`config.mk`:
```
export PLATFORM = sky130hd
export DESIGN_NAME = ex_mem_stage
export DESIGN_NICKNAME = d
export VERILOG_FILES = /design/src/rtl/ex_mem_stage.sv
export SDC_FILE = /design/constraint.sdc
export NUM_CORES = 1
export LEC_CHECK = 0
export BUFFER_PORTS_ARGS = -buffer_cell sky130_fd_sc_hd__buf_2
export CORE_MARGIN = 2
export CORE_UTILIZATION = 55
export DETAILED_ROUTE_END_ITERATION = 8
export HOLD_SLACK_MARGIN = 0.1
export PLACE_DENSITY = 0.91
export SETUP_SLACK_MARGIN = 0.3
export SLEW_MARGIN = 40
export SYNTH_ARGS = -nofsm -noshare
export SYNTH_HDL_FRONTEND = slang
export SYNTH_SLANG_ARGS = --single-unit
```
`constraint.sdc`:
```
create_clock -name i_clk -period 6.65 [get_ports i_clk]
set_clock_uncertainty 0.2 [all_clocks]
set_input_delay 1.33 -clock i_clk [delete_from_list [all_inputs] [get_ports i_clk]]
set_output_delay 1.33 -clock i_clk [all_outputs]
set_load 0.1 [all_outputs]
```
`src/rtl/ex_mem_stage.sv`:
```
// ---------------------------------------------------------------------------
// ex_mem_stage
// Pipeline register between EX and MEM. It is built as a two-entry skid buffer:
// an output register that drives o_mem_* and a skid register behind it.
// Because o_ex_ready comes straight from a flop, the EX stage never sees a
// combinational path from i_mem_ready. Branch outcomes are resolved when an
// entry is accepted, and a taken branch raises a one-cycle redirect pulse.
//
// Ports:
//   i_clk, i_rst_n         clock; asynchronous active-low reset
//   i_ex_valid/o_ex_ready  upstream handshake
//   i_alu_result, i_flags, i_store_data, i_rd_addr, i_rd_wren, i_mem_wren,
//   i_mem_rden, i_is_branch, i_funct3, i_pc_target   EX payload
//   i_flush                squash held and incoming entries
//   o_mem_valid/i_mem_ready downstream handshake
//   o_mem_result, o_mem_store_data, o_mem_rd_addr, o_mem_rd_wren,
//   o_mem_wren, o_mem_rden MEM payload
//   o_redirect, o_redirect_pc  taken-branch pulse and its target
// ---------------------------------------------------------------------------
module ex_mem_stage (
  input  logic        i_clk,
  input  logic        i_rst_n,
  input  logic        i_ex_valid,
  output logic        o_ex_ready,
  input  logic [31:0] i_alu_result,
  input  logic [3:0]  i_flags,
  input  logic [31:0] i_store_data,
  input  logic [4:0]  i_rd_addr,
  input  logic        i_rd_wren,
  input  logic        i_mem_wren,
  input  logic        i_mem_rden,
  input  logic        i_is_branch,
  input  logic [2:0]  i_funct3,
  input  logic [31:0] i_pc_target,
  input  logic        i_flush,
  output logic        o_mem_valid,
  input  logic        i_mem_ready,
  output logic [31:0] o_mem_result,
  output logic [31:0] o_mem_store_data,
  output logic [4:0]  o_mem_rd_addr,
  output logic        o_mem_rd_wren,
  output logic        o_mem_wren,
  output logic        o_mem_rden,
  output logic        o_redirect,
  output logic [31:0] o_redirect_pc
);

  typedef struct packed {
    logic [31:0] result;
    logic [31:0] store_data;
    logic [4:0]  rd_addr;
    logic        rd_wren;
    logic        mem_wren;
    logic        mem_rden;
  } entry_t;

  entry_t      w_in;
  entry_t      r_out;
  entry_t      r_skid;
  logic        r_out_valid;
  logic        r_skid_valid;
  logic        r_ex_ready;
  logic        r_redirect;
  logic [31:0] r_redirect_pc;

  logic        w_accept;
  logic        w_xfer_out;
  logic        w_taken;
  logic        w_z, w_n, w_v, w_c;

  assign {w_z, w_n, w_v, w_c} = i_flags;

  // A write to x0 is dropped at capture, so MEM/WB never see it.
  always_comb begin
    w_in.result     = i_alu_result;
    w_in.store_data = i_store_data;
    w_in.rd_addr    = i_rd_addr;
    w_in.rd_wren    = i_rd_wren & (i_rd_addr != 5'd0);
    w_in.mem_wren   = i_mem_wren;
    w_in.mem_rden   = i_mem_rden;
  end

  // Branch condition from the flags of the compare subtraction.
  always_comb begin
    w_taken = 1'b0;
    case (i_funct3)
      3'b000:  w_taken = w_z;
      3'b001:  w_taken = ~w_z;
      3'b100:  w_taken = w_n ^ w_v;
      3'b101:  w_taken = ~(w_n ^ w_v);
      3'b110:  w_taken = ~w_c;
      3'b111:  w_taken = w_c;
      default: w_taken = 1'b0;
    endcase
  end

  // A flush cycle accepts nothing, so it also cannot raise a redirect.
  assign w_accept   = i_ex_valid & r_ex_ready & ~i_flush;
  assign w_xfer_out = r_out_valid & i_mem_ready;

  always_ff @(posedge i_clk or negedge i_rst_n) begin
    if (!i_rst_n) begin
      r_out         <= '0;
      r_skid        <= '0;
      r_out_valid   <= 1'b0;
      r_skid_valid  <= 1'b0;
      r_ex_ready    <= 1'b1;
      r_redirect    <= 1'b0;
      r_redirect_pc <= '0;
    end else begin
      r_redirect <= w_accept & i_is_branch & w_taken;
      if (w_accept & i_is_branch & w_taken)
        r_redirect_pc <= i_pc_target;

      if (i_flush) begin
        r_out_valid  <= 1'b0;
        r_skid_valid <= 1'b0;
        r_ex_ready   <= 1'b1;
      end else if (r_skid_valid) begin
        // r_ex_ready is low here, so the only possible event is a drain.
        if (w_xfer_out) begin
          r_out        <= r_skid;
          r_skid_valid <= 1'b0;
          r_ex_ready   <= 1'b1;
        end
      end else if (w_accept) begin
        if (!r_out_valid || w_xfer_out) begin
          r_out       <= w_in;
          r_out_valid <= 1'b1;
        end else begin
          // The output register is stalled, so park the new entry behind it.
          r_skid       <= w_in;
          r_skid_valid <= 1'b1;
          r_ex_ready   <= 1'b0;
        end
      end else if (w_xfer_out) begin
        r_out_valid <= 1'b0;
      end
    end
  end

  assign o_ex_ready       = r_ex_ready;
  assign o_mem_valid      = r_out_valid;
  assign o_mem_result     = r_out.result;
  assign o_mem_store_data = r_out.store_data;
  assign o_mem_rd_addr    = r_out.rd_addr;
  assign o_mem_rd_wren    = r_out.rd_wren;
  assign o_mem_wren       = r_out.mem_wren;
  assign o_mem_rden       = r_out.mem_rden;
  assign o_redirect       = r_redirect;
  assign o_redirect_pc    = r_redirect_pc;

endmodule

```
==> summary.md <==
| Metric | Value |
|---|---|
| Crit share post-route | a little under half |
| Count of final setup violators | 0 |
| Most frequent cells in the layout | 222 x buf_2, 178 x dfrtp_1, 101 x mux2_2, 75 x a21oi_1 |
| Wirelength per Cell | around 16 um |
| Vias in the first global route | about 5,100 |
| Gr busiest metal | met2 |
| Pwr Total | ~0.0048 W |
| Most used flip-flop cell after synthesis | dfrtp_1 |
| Yosys reg bits | 180 |
| Max Fclk | about 320 MHz |
| GR Util met2 | between 30% and 40% |
| Post-Syn Area | between 7000 and 8000 um2 |
| Num rows | 42 |
| Critical path class | input port to flip-flop |
| P_int | 0.002414 W |
| Placed cell count | between 900 and 1,000 |
| Syn Inst Count | between 500 and 600 |
| CP Cell Sequence | buf_2, nor2b_1, or3b_4, buf_4, mux2_2 |
| Die Wd | 119.9 um |
| Syn Nets | about 680 |
| Tightest Pin Transition | roughly 830 ps |
| Global-route wire length before repair | about 25 mm |
| Met1 usage | between 20 and 30% |
| FFs w/ async S/R, synth | 100.0% |
| Die ar. | between 10,000 and 15,000 um2 |
| Startpoint Class | input port |
| Slowest-stage cell, CP | or3b_4 |
| Worst hold path class | flip-flop to flip-flop |
| GR Util met3 | 6.274% |
| CP required | just under 7000 ps |
| DP HPWL | between 10 and 15 mm |
| Commonest non-fill, non-tap cell in the layout | buf_2 |
| Post-Place Setup Slack | about 3100 ps |
| Initial antenna violation count | 1 |
| Synth warn | 0 |
| Drt initial violations | 277 |
| RSZ-0062 raised after global routing | no |
| Vias | between 5,000 and 6,000 |
| Die height | between 100 and 150 um |
| Max transition margin | between 40% and 50% |
| Lkg Pwr | around 4.2 nW |
| Yosys cell types | 28 |
| Crit path capture type | flip-flop |
| GRT Residual Overflow | 0 |
| Finished Core Util | 69.64% |
| Sw Ratio | 49.74% |
| Sinks on Clock Net | 180 |
| Clock Path Buffers | 2 |
| Worst Path Max Fanout | 45 |
| Clock Latency Late Sink | between 400 and 500 ps |
| Final Max Slew Viols | 0 |
| Combinational power share | 46.2% |
| Critical path's largest stage delay | between 600 and 700 ps |
| ANT nets after route | 0 |
| CTS tree | built |
| Post-synth EDFFs | 0 |
| Final setup margin | around 3600 ps |
| Postcts setup bufs | 0 |
| Minimum clock period after layout | 3083 ps |
| Arr. time, crit path | 3190 ps |
| DRT Pass-1 Iters | 4 |
| Buffers & Inverters on Critical Path | 2 |
| Core box area | about 13,000 um2 |
| Initial Utilization | ~56% |
| Pwr/cell area | 522.9 nW/um2 |
| Critical path's top delay family | simple AND/OR/NAND/NOR gates |
| Avg Cell Area, Syn | 13.16 um2 |
| P&R area growth vs syn | 24.38% |
| Setup_tns | 0 ps |
| Via/cell ratio | ~5.3 |
| Largest net degree at the start of global routing | about 80 |
| IO Pins | about 220 |
| # hold bufs at CTS | 0 |
| Buffers on Ports | ~220 |
| Post-Layout Cell Count | ~970 |
| H-Tree Depth | 4 |
| Clock power share | a little under 20% |
| Storage cell area | 4509 um2 |
| Final hold violations | 0 |
| Sw Pwr | between 0.002 and 0.0025 W |
| Number of max-cap violations | 0 |
| Fraction of layout instances using a drive strength above 1 | between 40% and 50% |
| Post-cts gate resize count | 0 |
| Final net count | slightly below 900 |
| Outcome | finished, final reports clean |
| Clock Pin Slew Worst Setup and Hold Paths | 60 ps |
| DRC | 0 |
| Inserted Clock Buffers | 17 |
| Gr usage total | 22.83% |
| RePlAce Congestion | around 0.75 |
| Register share of total power | between 30% and 40% |
| Post-synthesis sequential area ratio | 61.01% |
| Multi-input logic area | around 2700 um2 |
| Fillcell total | approximately 950 |
| Maximum vdd drop | approximately 0.00027 V |
| Clock root cell | clkbuf_16 |
| Final wirelength | ~16 mm |
-- final timing paths --
check | cells past startpoint | startpoint | slack, ps | endpoint
max | 5 | i_mem_ready | 3570 | r_skid[3]
max in group asynchronous | 2 | i_rst_n | 4500 | r_skid[61]
min reg2reg | 2 | r_skid[2] | 290 | r_skid[2]
min | 2 | r_skid[2] | 290 | r_skid[2]
min in group asynchronous | 1 | i_rst_n | 670 | r_skid[26]
max reg2reg | 4 | r_skid_valid | 3760 | r_skid[3]
-- tightest hold or removal path, delay by kind of cell (launching register included) --
family,cells,cell delay (ps)
DFF,1,340
AOI/OAI and AO/OA,1,60
and+or+nand+nor,1,40
-- area by class of cell --
type | count | area share [%]
diodes | 1 | 0.02724
repair buffers | 230 | 12.83
clock buffers | 24 | 5.245
multi-input cells | 344 | 29.48
clock inverters | 8 | 0.8446
flip-flops and latches | 180 | 49.09
inverters | 2 | 0.08173
well taps | 176 | 2.397
-- power by group through the flow --
stage / Clock, W / Combinational (W) / Sequential (W)
after CTS: 0.000962 / 0.00223 / 0.00164
after floorplan: 0 / 0.000395 / 0.00308
after global routing: 0.00101 / 0.00230 / 0.00168
after global placement: 0 / 0.00219 / 0.00163
after detailed placement: 0 / 0.00223 / 0.00165
final: 0.000945 / 0.00222 / 0.00164
-- per-layer routing --
| metal | up-vias | routed length, um |
|---|---|---|
| met2 | 164 | 8067 |
| li1 | 2404 | - |
| met4 | 0 | 200 |
| met5 | - | 0 |
| met1 | 2533 | 6620 |
| met3 | 19 | 984 |
-- sequential cells by signal, summed over array words and instances (netlist names) --
| signal | count |
|---|---|
| o_ex_ready | 1 |
| r_skid_valid | 1 |
| r_skid | 72 |
| o_mem_store_data | 32 |
| o_mem_result | 32 |
| o_mem_rden | 1 |
| o_mem_rd_addr | 5 |
| o_mem_rd_wren | 1 |
| o_redirect | 1 |
| o_mem_wren | 1 |
| o_redirect_pc | 32 |
| o_mem_valid | 1 |
-- through the flow --
step | hold slack, ps | area, um2
finish | 287.3 | 9185
global route | 314.9 | 9185
CTS | 295.5 | 9183
detailed placement | 272.1 | 8623
global placement | 263.1 | 8620
floorplan | 250.2 | 7385
-- logic make-up (layout without fill, tap and decap cells) --
family / after synthesis / after routing / synth area share [%]
xor+xnor: 4 / 4 / 0.4745
flops: 180 / 180 / 61.01
other cells: 0 / 1 / 0
simple gates: 80 / 80 / 4.355
buf+inv: 37 / 264 / 2.457
compound gates: 86 / 86 / 6.371
mux: 174 / 174 / 25.33
-- cells in the mapped netlist, types with 3 or more instances --
master / instances / area share, %
nand2_1: 4 / 0.20
a21oi_1: 75 / 5.1
buf_2: 16 / 1.1
nor2_1: 71 / 3.6
dfrtp_1: 179 / 61
clkbuf_1: 12 / 0.61
mux2i_1: 71 / 9.6
mux2_2: 101 / 15
buf_6: 3 / 0.46
o21ai_0: 4 / 0.27
buf_1: 4 / 0.20
(Power assumes the default switching activity.)
